**src/rtl/output_display_pkg.sv**
```systemverilog
// output_display_pkg: FSM states, digit count, seven-segment patterns and the double-dabble adjust helper.
package output_display_pkg;
   typedef enum logic [1:0] {IDLE, CONV, DONE} state_t;
   localparam int NUM_DIGITS = 3;
   localparam logic [6:0] SEG_0 = 7'b0111111;
   localparam logic [6:0] SEG_1 = 7'b0000110;
   localparam logic [6:0] SEG_2 = 7'b1011011;
   localparam logic [6:0] SEG_3 = 7'b1001111;
   localparam logic [6:0] SEG_4 = 7'b1100110;
   localparam logic [6:0] SEG_5 = 7'b1101101;
   localparam logic [6:0] SEG_6 = 7'b1111101;
   localparam logic [6:0] SEG_7 = 7'b0000111;
   localparam logic [6:0] SEG_8 = 7'b1111111;
   localparam logic [6:0] SEG_9 = 7'b1101111;
   localparam logic [6:0] SEG_BLANK = 7'b0000000;
   function automatic logic [3:0] dd_adj(input logic [3:0] n);
      return (n >= 4'd5) ? n + 4'd3 : n;
   endfunction
endpackage

```
**src/rtl/seg7_decoder.sv**
```systemverilog
// seg7_decoder: BCD digit to active-high {g,f,e,d,c,b,a}; blank or non-decimal input gives all segments off.
module seg7_decoder
   import output_display_pkg::*;
(
   input  logic [3:0] i_digit,
   input  logic       i_blank,
   output logic [6:0] o_seg
);
   always_comb begin
      o_seg = SEG_BLANK;
      if (!i_blank)
         case (i_digit)
            4'd0: o_seg = SEG_0;
            4'd1: o_seg = SEG_1;
            4'd2: o_seg = SEG_2;
            4'd3: o_seg = SEG_3;
            4'd4: o_seg = SEG_4;
            4'd5: o_seg = SEG_5;
            4'd6: o_seg = SEG_6;
            4'd7: o_seg = SEG_7;
            4'd8: o_seg = SEG_8;
            4'd9: o_seg = SEG_9;
            default: o_seg = SEG_BLANK;
         endcase
   end
endmodule

```
**src/rtl/output_display.sv**
```systemverilog
// output_display: latches the bus byte, converts it to BCD by double dabble and scans three 7-segment digits.
// Define LEADING_ZERO_BLANK_EN to blank leading zero hundreds/tens digits.
module output_display
   import output_display_pkg::*;
#(
   parameter int REFRESH_DIV = 1024
) (
   input  logic       clk,
   input  logic       reset,
   input  logic       load,
   input  logic [7:0] bus,
   output logic [7:0] value,
   output logic       busy,
   output logic [2:0] an,
   output logic [6:0] seg
);
   state_t      r_state, w_next;
   logic [7:0]  r_value, r_bin;
   logic [11:0] r_bcd;
   logic [2:0]  r_iter;
   logic [3:0]  r_d0, r_d1, r_d2, w_digit;
   logic [15:0] r_refresh;
   logic [1:0]  r_idx;
   logic        w_blank;

   always_ff @(posedge clk or posedge reset)
      if (reset) r_state <= IDLE;
      else       r_state <= w_next;

   // A load in any state restarts the conversion from the first iteration.
   always_comb begin
      w_next = r_state;
      if (load)                                  w_next = CONV;
      else if (r_state == CONV && r_iter == 3'd7) w_next = DONE;
      else if (r_state == DONE)                  w_next = IDLE;
   end

   always_ff @(posedge clk or posedge reset)
      if (reset) begin
         r_value <= '0;
         r_bin   <= '0;
         r_bcd   <= '0;
         r_iter  <= '0;
         r_d0    <= '0;
         r_d1    <= '0;
         r_d2    <= '0;
      end else if (load) begin
         r_value <= bus;
         r_bin   <= bus;
         r_bcd   <= '0;
         r_iter  <= '0;
      end else if (r_state == CONV) begin
         {r_bcd, r_bin} <= {dd_adj(r_bcd[11:8]), dd_adj(r_bcd[7:4]), dd_adj(r_bcd[3:0]), r_bin} << 1;
         r_iter <= r_iter + 3'd1;
      end else if (r_state == DONE)
         {r_d2, r_d1, r_d0} <= r_bcd;

   always_ff @(posedge clk or posedge reset)
      if (reset) begin
         r_refresh <= '0;
         r_idx     <= '0;
      end else if (r_refresh == 16'(REFRESH_DIV - 1)) begin
         r_refresh <= '0;
         r_idx     <= (r_idx == 2'(NUM_DIGITS - 1)) ? 2'd0 : r_idx + 2'd1;
      end else
         r_refresh <= r_refresh + 16'd1;

   assign value   = r_value;
   assign busy    = (r_state != IDLE);
   assign an      = 3'b001 << r_idx;
   assign w_digit = (r_idx == 2'd2) ? r_d2 : (r_idx == 2'd1) ? r_d1 : r_d0;
`ifdef LEADING_ZERO_BLANK_EN
   assign w_blank = (r_idx == 2'd2 && r_d2 == 4'd0) || (r_idx == 2'd1 && r_d2 == 4'd0 && r_d1 == 4'd0);
`else
   assign w_blank = 1'b0;
`endif

   seg7_decoder u_dec (
      .i_digit(w_digit),
      .i_blank(w_blank),
      .o_seg  (seg)
   );
endmodule

```
**config.mk**
```make
export PLATFORM = sky130hd
export DESIGN_NAME = output_display
export DESIGN_NICKNAME = d
export VERILOG_FILES = /design/src/rtl/output_display_pkg.sv /design/src/rtl/seg7_decoder.sv /design/src/rtl/output_display.sv
export SDC_FILE = /design/constraint.sdc
export NUM_CORES = 1
export LEC_CHECK = 0
export ABC_CLOCK_PERIOD_IN_PS = 2400
export BUFFER_PORTS_ARGS = -buffer_cell sky130_fd_sc_hd__clkbuf_2
export CAP_MARGIN = 20
export CORE_MARGIN = 3
export CORE_UTILIZATION = 53
export CTS_CLUSTER_SIZE = 20
export DETAILED_ROUTE_END_ITERATION = 6
export MAX_ROUTING_LAYER = met4
export PLACE_DENSITY = 0.86
export RECOVER_POWER = 50
export REMOVE_ABC_BUFFERS = 1
export SLEW_MARGIN = 10
export SYNTH_ARGS = -nofsm -noshare
export SYNTH_HDL_FRONTEND = slang
export SYNTH_HIERARCHICAL = 1
export SYNTH_SLANG_ARGS = --single-unit
```
**constraint.sdc**
```tcl
create_clock -name clk -period 2.4 [get_ports clk]
set_clock_uncertainty 0.2 [all_clocks]
set_input_delay 0.12 -clock clk [delete_from_list [all_inputs] [get_ports clk]]
set_output_delay 0.12 -clock clk [all_outputs]
set_load 0.005 [all_outputs]
```
==> qor_table.md, run 1 <==
| Quantity | This run | Unit |
| --- | --- | --- |
| CTS tree | yes | - |
| Total number of placement rows | 27 | - |
| Final WS setup | 4.933 | ps |
| Xor-xnor portion of the synthesized cell area | 4.370 | % |
| Capturing element type of the critical path | output port | - |
| Final weighted congestion of routability-driven global placement | 0.8249 | - |
| Sum of overflow across all layers after global routing | 0 | - |
| Number of remaining DRC errors | 0 | - |
| Leakage Power | 1.802 | nW |
| TritonCTS sink count | 63 | - |
| Layout overhead on the synthesized area | 23.02 | % |
| Clock-pin slew of the registers on the worst-case setup and hold paths | 70 | ps |
| Part of the power in combinational logic | 7.5 | % |
| Maximum achievable frequency | 417.5 | MHz |
| Setup tns final | 0 | ps |
| Simple-Gate Fraction of Synth Area | 16.04 | % |
| Data arrival time of the critical path | 2080 | ps |
| Post-route fraction of the period consumed by the critical path | 99.79 | % |
| Die Wd | 83.79 | um |
| Via count of the first global-routing pass | 2406 | - |
| Die Y-Extent | 83.79 | um |
| Cell-by-cell trace of the critical path | buf_4 > mux2i_1 > a21oi_2 > buf_4 > ha_1 > or2_4 > o22ai_2 > buf_2 | - |
| Share of synthesized cell area in full adder, half adder and majority cells | 5.462 | % |
| Core Footprint | 5675 | um2 |
| Net switching share of the total power | 22.90 | % |
| Average vias per placed instance | 5.501 | - |
| Number of I/O port buffers | 29 | - |
| Synthesized-area fraction occupied by ao, oa, aoi and oai cells | 9.520 | % |
| Layout net count | 382 | - |
| Portion of total power attributed to the clock network | 41.3 | % |
| GRT Overall Usage | 19.46 | % |
| Cells after Synth | 294 | - |
| Required time at the endpoint of the critical path | 2080 | ps |
| Setup CP Type | flip-flop to output port | - |
| Number of antenna violations at the first check in global routing | 0 | - |
| Final slew viol count | 0 | - |
| Cell-internal power | 1.707 | mW |
| Fraction of registers with async set or reset after synthesis | 100.0 | % |
| Fraction of layout cells with a size suffix above 1 | 30.47 | % |
| Number of unique standard cell types used by synthesis | 44 | - |
| Sequential fraction of the synthesis area | 49.16 | % |
| # setup viols final | 0 | - |
| Power density of the placed cells | 561.2 | nW/um2 |
| Combinational family with the most area after synthesis | simple AND/OR/NAND/NOR gates | - |
| N_diodes | 0 | - |
| Cell area reported after detailed placement | 3457 | um2 |
| Setup crit start kind | flip-flop | - |
| Outcome | finished with violations | - |
| Fraction of synthesized area in multiplexers | 12.41 | % |
| Mean area per synthesized cell | 10.91 | um2 |
| TritonCTS Buffers | 9 | - |
| Finished Core Util | 69.51 | % |
| Worst hold path class | flip-flop to flip-flop | - |
| Post-route antenna net violation count | 0 | - |
| Mapped Area | 3207 | um2 |
| Crit path buf inv count | 3 | - |
| Net switching power of the design | 0.5071 | mW |
| Most repeated library cell on the critical path | sky130_fd_sc_hd__buf_4 | - |
| Final design instance area without fill | 3945 | um2 |
| Tightest hold margin | 280.8 | ps |
| Initial detailed-routing violation count | 77 | - |
| Detailed-route via count | 2382 | - |
| Maximum level of the CTS H-tree | 3 | - |
| Failing checks | max-capacitance violations | - |
| Power share of the sequential group | 51.1 | % |
| Power, Total | 2.214 | mW |
| Detailed-router iteration count before antenna repair | 4 | - |
| Non-filler cells, final | 433 | - |
| Clock insertion delay at the later pin of the skew report | 330 | ps |
| Count of maximum capacitance violations | 1 | - |
| Effective utilization at floorplan | 56.50 | % |
| Cell class contributing the biggest share of worst-path delay | flip-flops | - |
| Average wire length per cell after detail routing | 14.92 | um |
| Cell count after placement | 397 | - |
| Unrepaired setup endpoints after global routing | true | - |
| Wire length of the first global-routing pass | 10860 | um |
| Half-perimeter wire length after placement | 4226 | um |
| Delay contributed by the slowest stage of the critical path | 450 | ps |
| Flops & latches, synth | 63 | - |
| Remaining max-slew budget at the tightest pin | 0.02963 | % |
| Placement-stage worst setup slack | 125.6 | ps |
| EDFF count, synth | 0 | - |
| Top FF cell, synth | sky130_fd_sc_hd__dfrtp_1 | - |
| Worst IR Drop VDD | 0.0005439 | V |
| Total wirelength of the detailed-routed design | 6462 | um |
| Die Footprint | 7020 | um2 |
| Clock period minus worst slack | 2395 | ps |
| Count of boundary I/O pins | 30 | - |
| Maximum buffer depth of the clock tree | 2 | - |
| Critical-path cell with the highest stage delay | sky130_fd_sc_hd__dfrtp_2 | - |
| Yosys warning count | 6 | - |
| Pin count of the biggest net entering global routing | 64 | - |
| Actual slew at the worst max-slew pin | 1500 | ps |
| Peak fanout along the critical path | 5 | - |
| Final hold violation count | 0 | - |
| Root buffer cell | sky130_fd_sc_hd__clkbuf_8 | - |
## power groups by stage
stage / Clock [mW] / Combinational, mW / Sequential, mW
2_1_floorplan: 0 / 0.0960 / 1.14
5_1_grt: 0.975 / 0.188 / 1.14
6_report: 0.915 / 0.167 / 1.13
3_5_place_dp: 0 / 0.155 / 1.15
4_1_cts: 0.926 / 0.169 / 1.13
3_3_place_gp: 0 / 0.148 / 1.15
## metal layers
layer  up-vias  wire, um  track usage [%]
li1       1141         -                -
met1      1179      2813            23.53
met2        52      3327            31.89
met3        10       232            4.047
met4         0        89            7.895
met5         -         0                -
## cell families after synthesis
kind of cell    count (synthesis)
compound gates                 50
xor+xnor                       16
flops                          63
simple gates                   92
buf+inv                        21
mux                            37
fa+ha+maj                      14
other cells                     1
## what timing repair did
action	in CTS	in global routing
hold buffers	10	0
setup buffers	10	2
setup endpoints to repair	7	7
pin swaps	7	6
resized for setup	14	20
endpoints found under the hold margin	80	0
## registers in the layout, summed over array words and instances (netlist names)
name / cells
r_d2: 4
value: 8
r_d0: 4
r_state: 2
r_d1: 4
r_iter: 3
r_refresh: 16
r_idx: 2
r_bcd: 12
r_bin: 8
## cell usage after synthesis (2+ instances only)
cell type | count | area share, %
sky130_fd_sc_hd__a21o_1 | 2 | 0.47
sky130_fd_sc_hd__nor4_1 | 2 | 0.39
sky130_fd_sc_hd__nand4_1 | 3 | 0.59
sky130_fd_sc_hd__nor2_1 | 14 | 1.6
sky130_fd_sc_hd__or2_1 | 2 | 0.39
sky130_fd_sc_hd__mux2_2 | 22 | 7.7
sky130_fd_sc_hd__buf_2 | 5 | 0.78
sky130_fd_sc_hd__nor2b_1 | 10 | 2.0
sky130_fd_sc_hd__a22o_1 | 7 | 1.9
sky130_fd_sc_hd__a211oi_1 | 4 | 0.94
sky130_fd_sc_hd__clkbuf_1 | 3 | 0.35
sky130_fd_sc_hd__nand2_1 | 26 | 3.0
sky130_fd_sc_hd__nand2b_1 | 8 | 1.6
sky130_fd_sc_hd__mux2i_1 | 15 | 4.7
sky130_fd_sc_hd__nor3_1 | 6 | 0.94
sky130_fd_sc_hd__dfrtp_1 | 63 | 49
sky130_fd_sc_hd__xnor2_1 | 12 | 3.3
sky130_fd_sc_hd__nor3b_1 | 2 | 0.47
sky130_fd_sc_hd__o21ai_0 | 18 | 2.8
sky130_fd_sc_hd__a21oi_1 | 12 | 1.9
sky130_fd_sc_hd__nand3_1 | 6 | 0.94
sky130_fd_sc_hd__ha_1 | 14 | 5.5
sky130_fd_sc_hd__xor2_1 | 4 | 1.1
sky130_fd_sc_hd__o22ai_1 | 3 | 0.59
sky130_fd_sc_hd__or2_2 | 2 | 0.39
sky130_fd_sc_hd__inv_1 | 11 | 1.3
## layout make-up
class / count / area, um2
Timing Repair Buffer: 55 / 369.1
Fill cell: 398 / 1730
Clock inverter: 4 / 45.04
Tap cell: 72 / 90.09
Sequential cell: 63 / 1579
Multi-Input combinational cell: 217 / 1669
Clock buffer: 11 / 151.4
Inverter: 11 / 41.29
## worst reg2reg max path, delay by kind of cell (launching register included)
family | cells | cell delay [ps]
multiplexers | 1 | 380
AND/OR/NAND/NOR | 3 | 760
flip-flops | 1 | 390
adder cells (fa/ha/maj) | 1 | 220
## cell usage in the layout, fill, tap and decap left out, types with 3 or more instances in the layout
| cell | netlist | final |
|---|---|---|
| sky130_fd_sc_hd__a21oi_1 | 12 | 5 |
| sky130_fd_sc_hd__a21oi_2 | 0 | 6 |
| sky130_fd_sc_hd__a22o_1 | 7 | 7 |
| sky130_fd_sc_hd__buf_2 | 5 | 5 |
| sky130_fd_sc_hd__buf_4 | 0 | 12 |
| sky130_fd_sc_hd__buf_6 | 1 | 3 |
| sky130_fd_sc_hd__clkbuf_1 | 3 | 4 |
| sky130_fd_sc_hd__clkbuf_2 | 1 | 21 |
| sky130_fd_sc_hd__clkbuf_8 | 0 | 11 |
| sky130_fd_sc_hd__clkinv_2 | 0 | 3 |
| sky130_fd_sc_hd__conb_1 | 1 | 8 |
| sky130_fd_sc_hd__dfrtp_1 | 63 | 61 |
| sky130_fd_sc_hd__dlygate4sd3_1 | 0 | 10 |
| sky130_fd_sc_hd__ha_1 | 14 | 11 |
| sky130_fd_sc_hd__inv_1 | 11 | 8 |
| sky130_fd_sc_hd__mux2_2 | 22 | 22 |
| sky130_fd_sc_hd__mux2i_1 | 15 | 15 |
| sky130_fd_sc_hd__nand2_1 | 26 | 26 |
| sky130_fd_sc_hd__nand2b_1 | 8 | 8 |
| sky130_fd_sc_hd__nand3_1 | 6 | 6 |
| sky130_fd_sc_hd__nand4_1 | 3 | 3 |
| sky130_fd_sc_hd__nor2_1 | 14 | 13 |
| sky130_fd_sc_hd__nor2b_1 | 10 | 8 |
| sky130_fd_sc_hd__nor3_1 | 6 | 6 |
| sky130_fd_sc_hd__o21ai_0 | 18 | 18 |
| sky130_fd_sc_hd__xnor2_1 | 12 | 12 |
| sky130_fd_sc_hd__xor2_1 | 4 | 4 |
## final timing paths
kind	end	from	slack [ps]	depth (start not counted)
max	seg[6]	r_idx[0]	5	8
min in group asynchronous	r_refresh[3]	reset	630	4
max in group asynchronous	r_idx[0]	reset	360	4
min reg2reg	r_bin[4]	r_bin[4]	280	2
max reg2reg	r_idx[0]	r_refresh[0]	340	5
min	r_bin[4]	r_bin[4]	280	2
Note: power is estimated with default switching activity, not from simulation.
==> run 2: changes to the inputs <==
- CORE_UTILIZATION: 53 -> 50
- PLACE_DENSITY: 0.86 -> 0.83
- RECOVER_POWER: 50 -> 100
==> run 2 against run 1 <==
Compared with the run above: the flow finishes with violations (negative setup slack); cell area down 1.6%; clock power fell by 17%; combinational power about the same; sequential cell count unchanged; critical path depth is the same; fmax shrank 2.5%; first-iteration DRC count increased by 29%; sequential power about the same; core utilization shrank 5.5 points; routed wire length rose by 0.53%; critical path type unchanged; critical endpoint unchanged; highest routed layer unchanged.
==> qor_table.md, run 2 (synthesis gave the netlist of run 1 again) <==
| Quantity | This run | Unit | Change |
| --- | --- | --- | --- |
| Outcome | finished with violations | - | unchanged |
| Failing checks | negative setup slack | - | was max-capacitance violations |
| Final slew viol count | 0 | - | unchanged |
| Cell area reported after detailed placement | 3481 | um2 | was 3457 um2 |
| Highest-count cells in the layout ignoring fill and taps | sky130_fd_sc_hd__dfrtp_1 (61), sky130_fd_sc_hd__nand2_1 (26), sky130_fd_sc_hd__mux2_2 (21) | - | was sky130_fd_sc_hd__dfrtp_1 (61), sky130_fd_sc_hd__nand2_1 (26), sky130_fd_sc_hd__mux2_2 (22) |
| Registers with the highest flip-flop counts | r_refresh: 16 flops, r_bcd: 12 flops | - | unchanged |
| GRT Overall Usage | 19.64 | % | was 19.46% |
| Clock period minus worst slack | 2456 | ps | was 2395 ps |
| Leakage Power | 1.756 | nW | was 1.802 nW |
| Clock-pin slew of the registers on the worst-case setup and hold paths | 60 | ps | was 70 ps |
| Commonest non-fill, non-tap cell in the layout | sky130_fd_sc_hd__dfrtp_1 | - | unchanged |
| Setup crit start kind | flip-flop | - | unchanged |
| Wire length of the first global-routing pass | 11070 | um | was 10860 um |
| Core Footprint | 6061 | um2 | was 5675 um2 |
| Root buffer cell | sky130_fd_sc_hd__clkbuf_8 | - | unchanged |
| Cell class contributing the biggest share of worst-path delay | flip-flops | - | unchanged |
| Data arrival time of the critical path | 2140 | ps | was 2080 ps |
| Effective utilization at floorplan | 52.91 | % | was 56.50% |
| Tightest hold margin | 278.6 | ps | was 280.8 ps |
| Final design instance area without fill | 3882 | um2 | was 3945 um2 |
| Number of I/O port buffers | 29 | - | unchanged |
| Power density of the placed cells | 529.9 | nW/um2 | was 561.2 nW/um2 |
| Detailed-router iteration count before antenna repair | 4 | - | unchanged |
| Initial detailed-routing violation count | 99 | - | was 77 |
| Die Y-Extent | 86.09 | um | was 83.79 um |
| Setup tns final | -208.5 | ps | was 0 ps |
| Non-filler cells, final | 438 | - | was 433 |
| Peak fanout along the critical path | 6 | - | was 5 |
| Fraction of layout cells with a size suffix above 1 | 26.17 | % | was 30.47% |
| Crit path buf inv count | 3 | - | unchanged |
| Detailed-route via count | 2335 | - | was 2382 |
| Setup CP Type | flip-flop to output port | - | unchanged |
| Count of maximum capacitance violations | 0 | - | was 1 |
| Worst IR Drop VDD | 0.0003961 | V | was 0.0005439 V |
| Final weighted congestion of routability-driven global placement | 0.8015 | - | was 0.8249 |
| CTS tree | yes | - | unchanged |
| # setup viols final | 4 | - | was 0 |
| Die Footprint | 7411 | um2 | was 7020 um2 |
| Via count of the first global-routing pass | 2355 | - | was 2406 |
| Finished Core Util | 64.06 | % | was 69.51% |
| Cell-by-cell trace of the critical path | buf_6 > a211oi_2 > a21oi_2 > buf_4 > ha_1 > or2_4 > o22ai_1 > clkbuf_2 | - | was buf_4 > mux2i_1 > a21oi_2 > buf_4 > ha_1 > or2_4 > o22ai_2 > buf_2 |
| Total number of placement rows | 28 | - | was 27 |
| Post-route fraction of the period consumed by the critical path | 102.3 | % | was 99.79% |
| Final hold violation count | 0 | - | unchanged |
| Placement-stage worst setup slack | 145.9 | ps | was 125.6 ps |
| TritonCTS sink count | 63 | - | unchanged |
| Delay contributed by the slowest stage of the critical path | 460 | ps | was 450 ps |
| Critical-path cell with the highest stage delay | sky130_fd_sc_hd__dfrtp_2 | - | unchanged |
| Sum of overflow across all layers after global routing | 0 | - | unchanged |
| Number of remaining DRC errors | 0 | - | unchanged |
| Largest register by flop count | r_refresh | - | unchanged |
| Half-perimeter wire length after placement | 4089 | um | was 4226 um |
| N_diodes | 0 | - | unchanged |
| TritonCTS Buffers | 9 | - | unchanged |
| Power, Total | 2.057 | mW | was 2.214 mW |
| Actual slew at the worst max-slew pin | 968.2 | ps | was 1500 ps |
| Capturing element type of the critical path | output port | - | unchanged |
| Average vias per placed instance | 5.331 | - | was 5.501 |
| Count of boundary I/O pins | 30 | - | unchanged |
| Cell count after placement | 401 | - | was 397 |
| Remaining max-slew budget at the tightest pin | 35.38 | % | was 0.02963% |
| Required time at the endpoint of the critical path | 2080 | ps | about the same |
| Maximum achievable frequency | 407.1 | MHz | was 417.5 MHz |
| Maximum buffer depth of the clock tree | 2 | - | unchanged |
| Layout overhead on the synthesized area | 21.07 | % | was 23.02% |
| Post-route antenna net violation count | 0 | - | unchanged |
| Final WS setup | -56.26 | ps | was 4.933 ps |
| Largest register FFs | 16 | - | unchanged |
| Unrepaired setup endpoints after global routing | true | - | unchanged |
| Maximum level of the CTS H-tree | 3 | - | unchanged |
| Worst hold path class | flip-flop to flip-flop | - | unchanged |
| Total wirelength of the detailed-routed design | 6496 | um | was 6462 um |
| Die Wd | 86.09 | um | was 83.79 um |
| Pin count of the biggest net entering global routing | 38 | - | was 64 |
| Layout net count | 383 | - | was 382 |
| Number of antenna violations at the first check in global routing | 0 | - | unchanged |
| Average wire length per cell after detail routing | 14.83 | um | was 14.92 um |
| Clock insertion delay at the later pin of the skew report | 340 | ps | was 330 ps |
run 2: cell types whose count changed in the layout (fill, tap and decap cells not counted), sizes merged:
cell      previous run  this run
clkinvlp             0         1
clkbuf              36        41
buf                 20        17
clkinv               4         3
inv                 10        11
bufinv               1         0
run 2: path summary, 6_finish.rpt:
| path | from | endpoint | slack [ps] | cells after the start |
|---|---|---|---|---|
| setup / recovery | r_idx[0] | seg[6] | -60 | 8 |
| hold / removal | r_refresh[15] | r_refresh[15] | 280 | 1 |
| setup reg to reg | r_refresh[0] | r_idx[0] | 290 | 5 |
| hold reg to reg | r_refresh[15] | r_refresh[15] | 280 | 1 |
| max in group asynchronous | reset | r_idx[0] | 300 | 4 |
| min in group asynchronous | reset | value[2] | 330 | 3 |
run 2: where the power goes:
group | internal (mW) | total (mW) | switching [mW]
Combinational | 0.0783 | 0.166 | 0.0877
Clock | 0.370 | 0.759 | 0.390
Sequential | 1.10 | 1.13 | 0.0303
run 2: routing by layer:
layer  share of wire, %  track usage [%]  wire length [um]
met5                  0                -                 0
met4                1.2            7.770                80
met3                4.4            4.707               288
met2                 52            31.81              3352
met1                 43            23.65              2774
run 2: timing repair:
action | in CTS | in global routing
pin swaps | 3 | 7
endpoints found under the setup margin | 7 | 7
hold buffers | 10 | 0
setup buffers | 9 | 2
hold endpoints to repair | 43 | 0
resized for setup | 8 | 20
run 2: layout make-up:
type	instances	area, um2
fill	489	2178
inverter	11	41.29
tap	75	93.84
clock buffer	12	135.1
clock inverter	4	22.52
multi-input combinational	217	1649
sequential	63	1579
timing repair buffer	56	361.6
run 2: worst reg2reg max path, delay by kind of cell, from the launching register on:
family,cells,cell delay [ps]
and+or+nand+nor,3,800
DFF,1,400
muxes,1,370
adders and majority gates,1,220
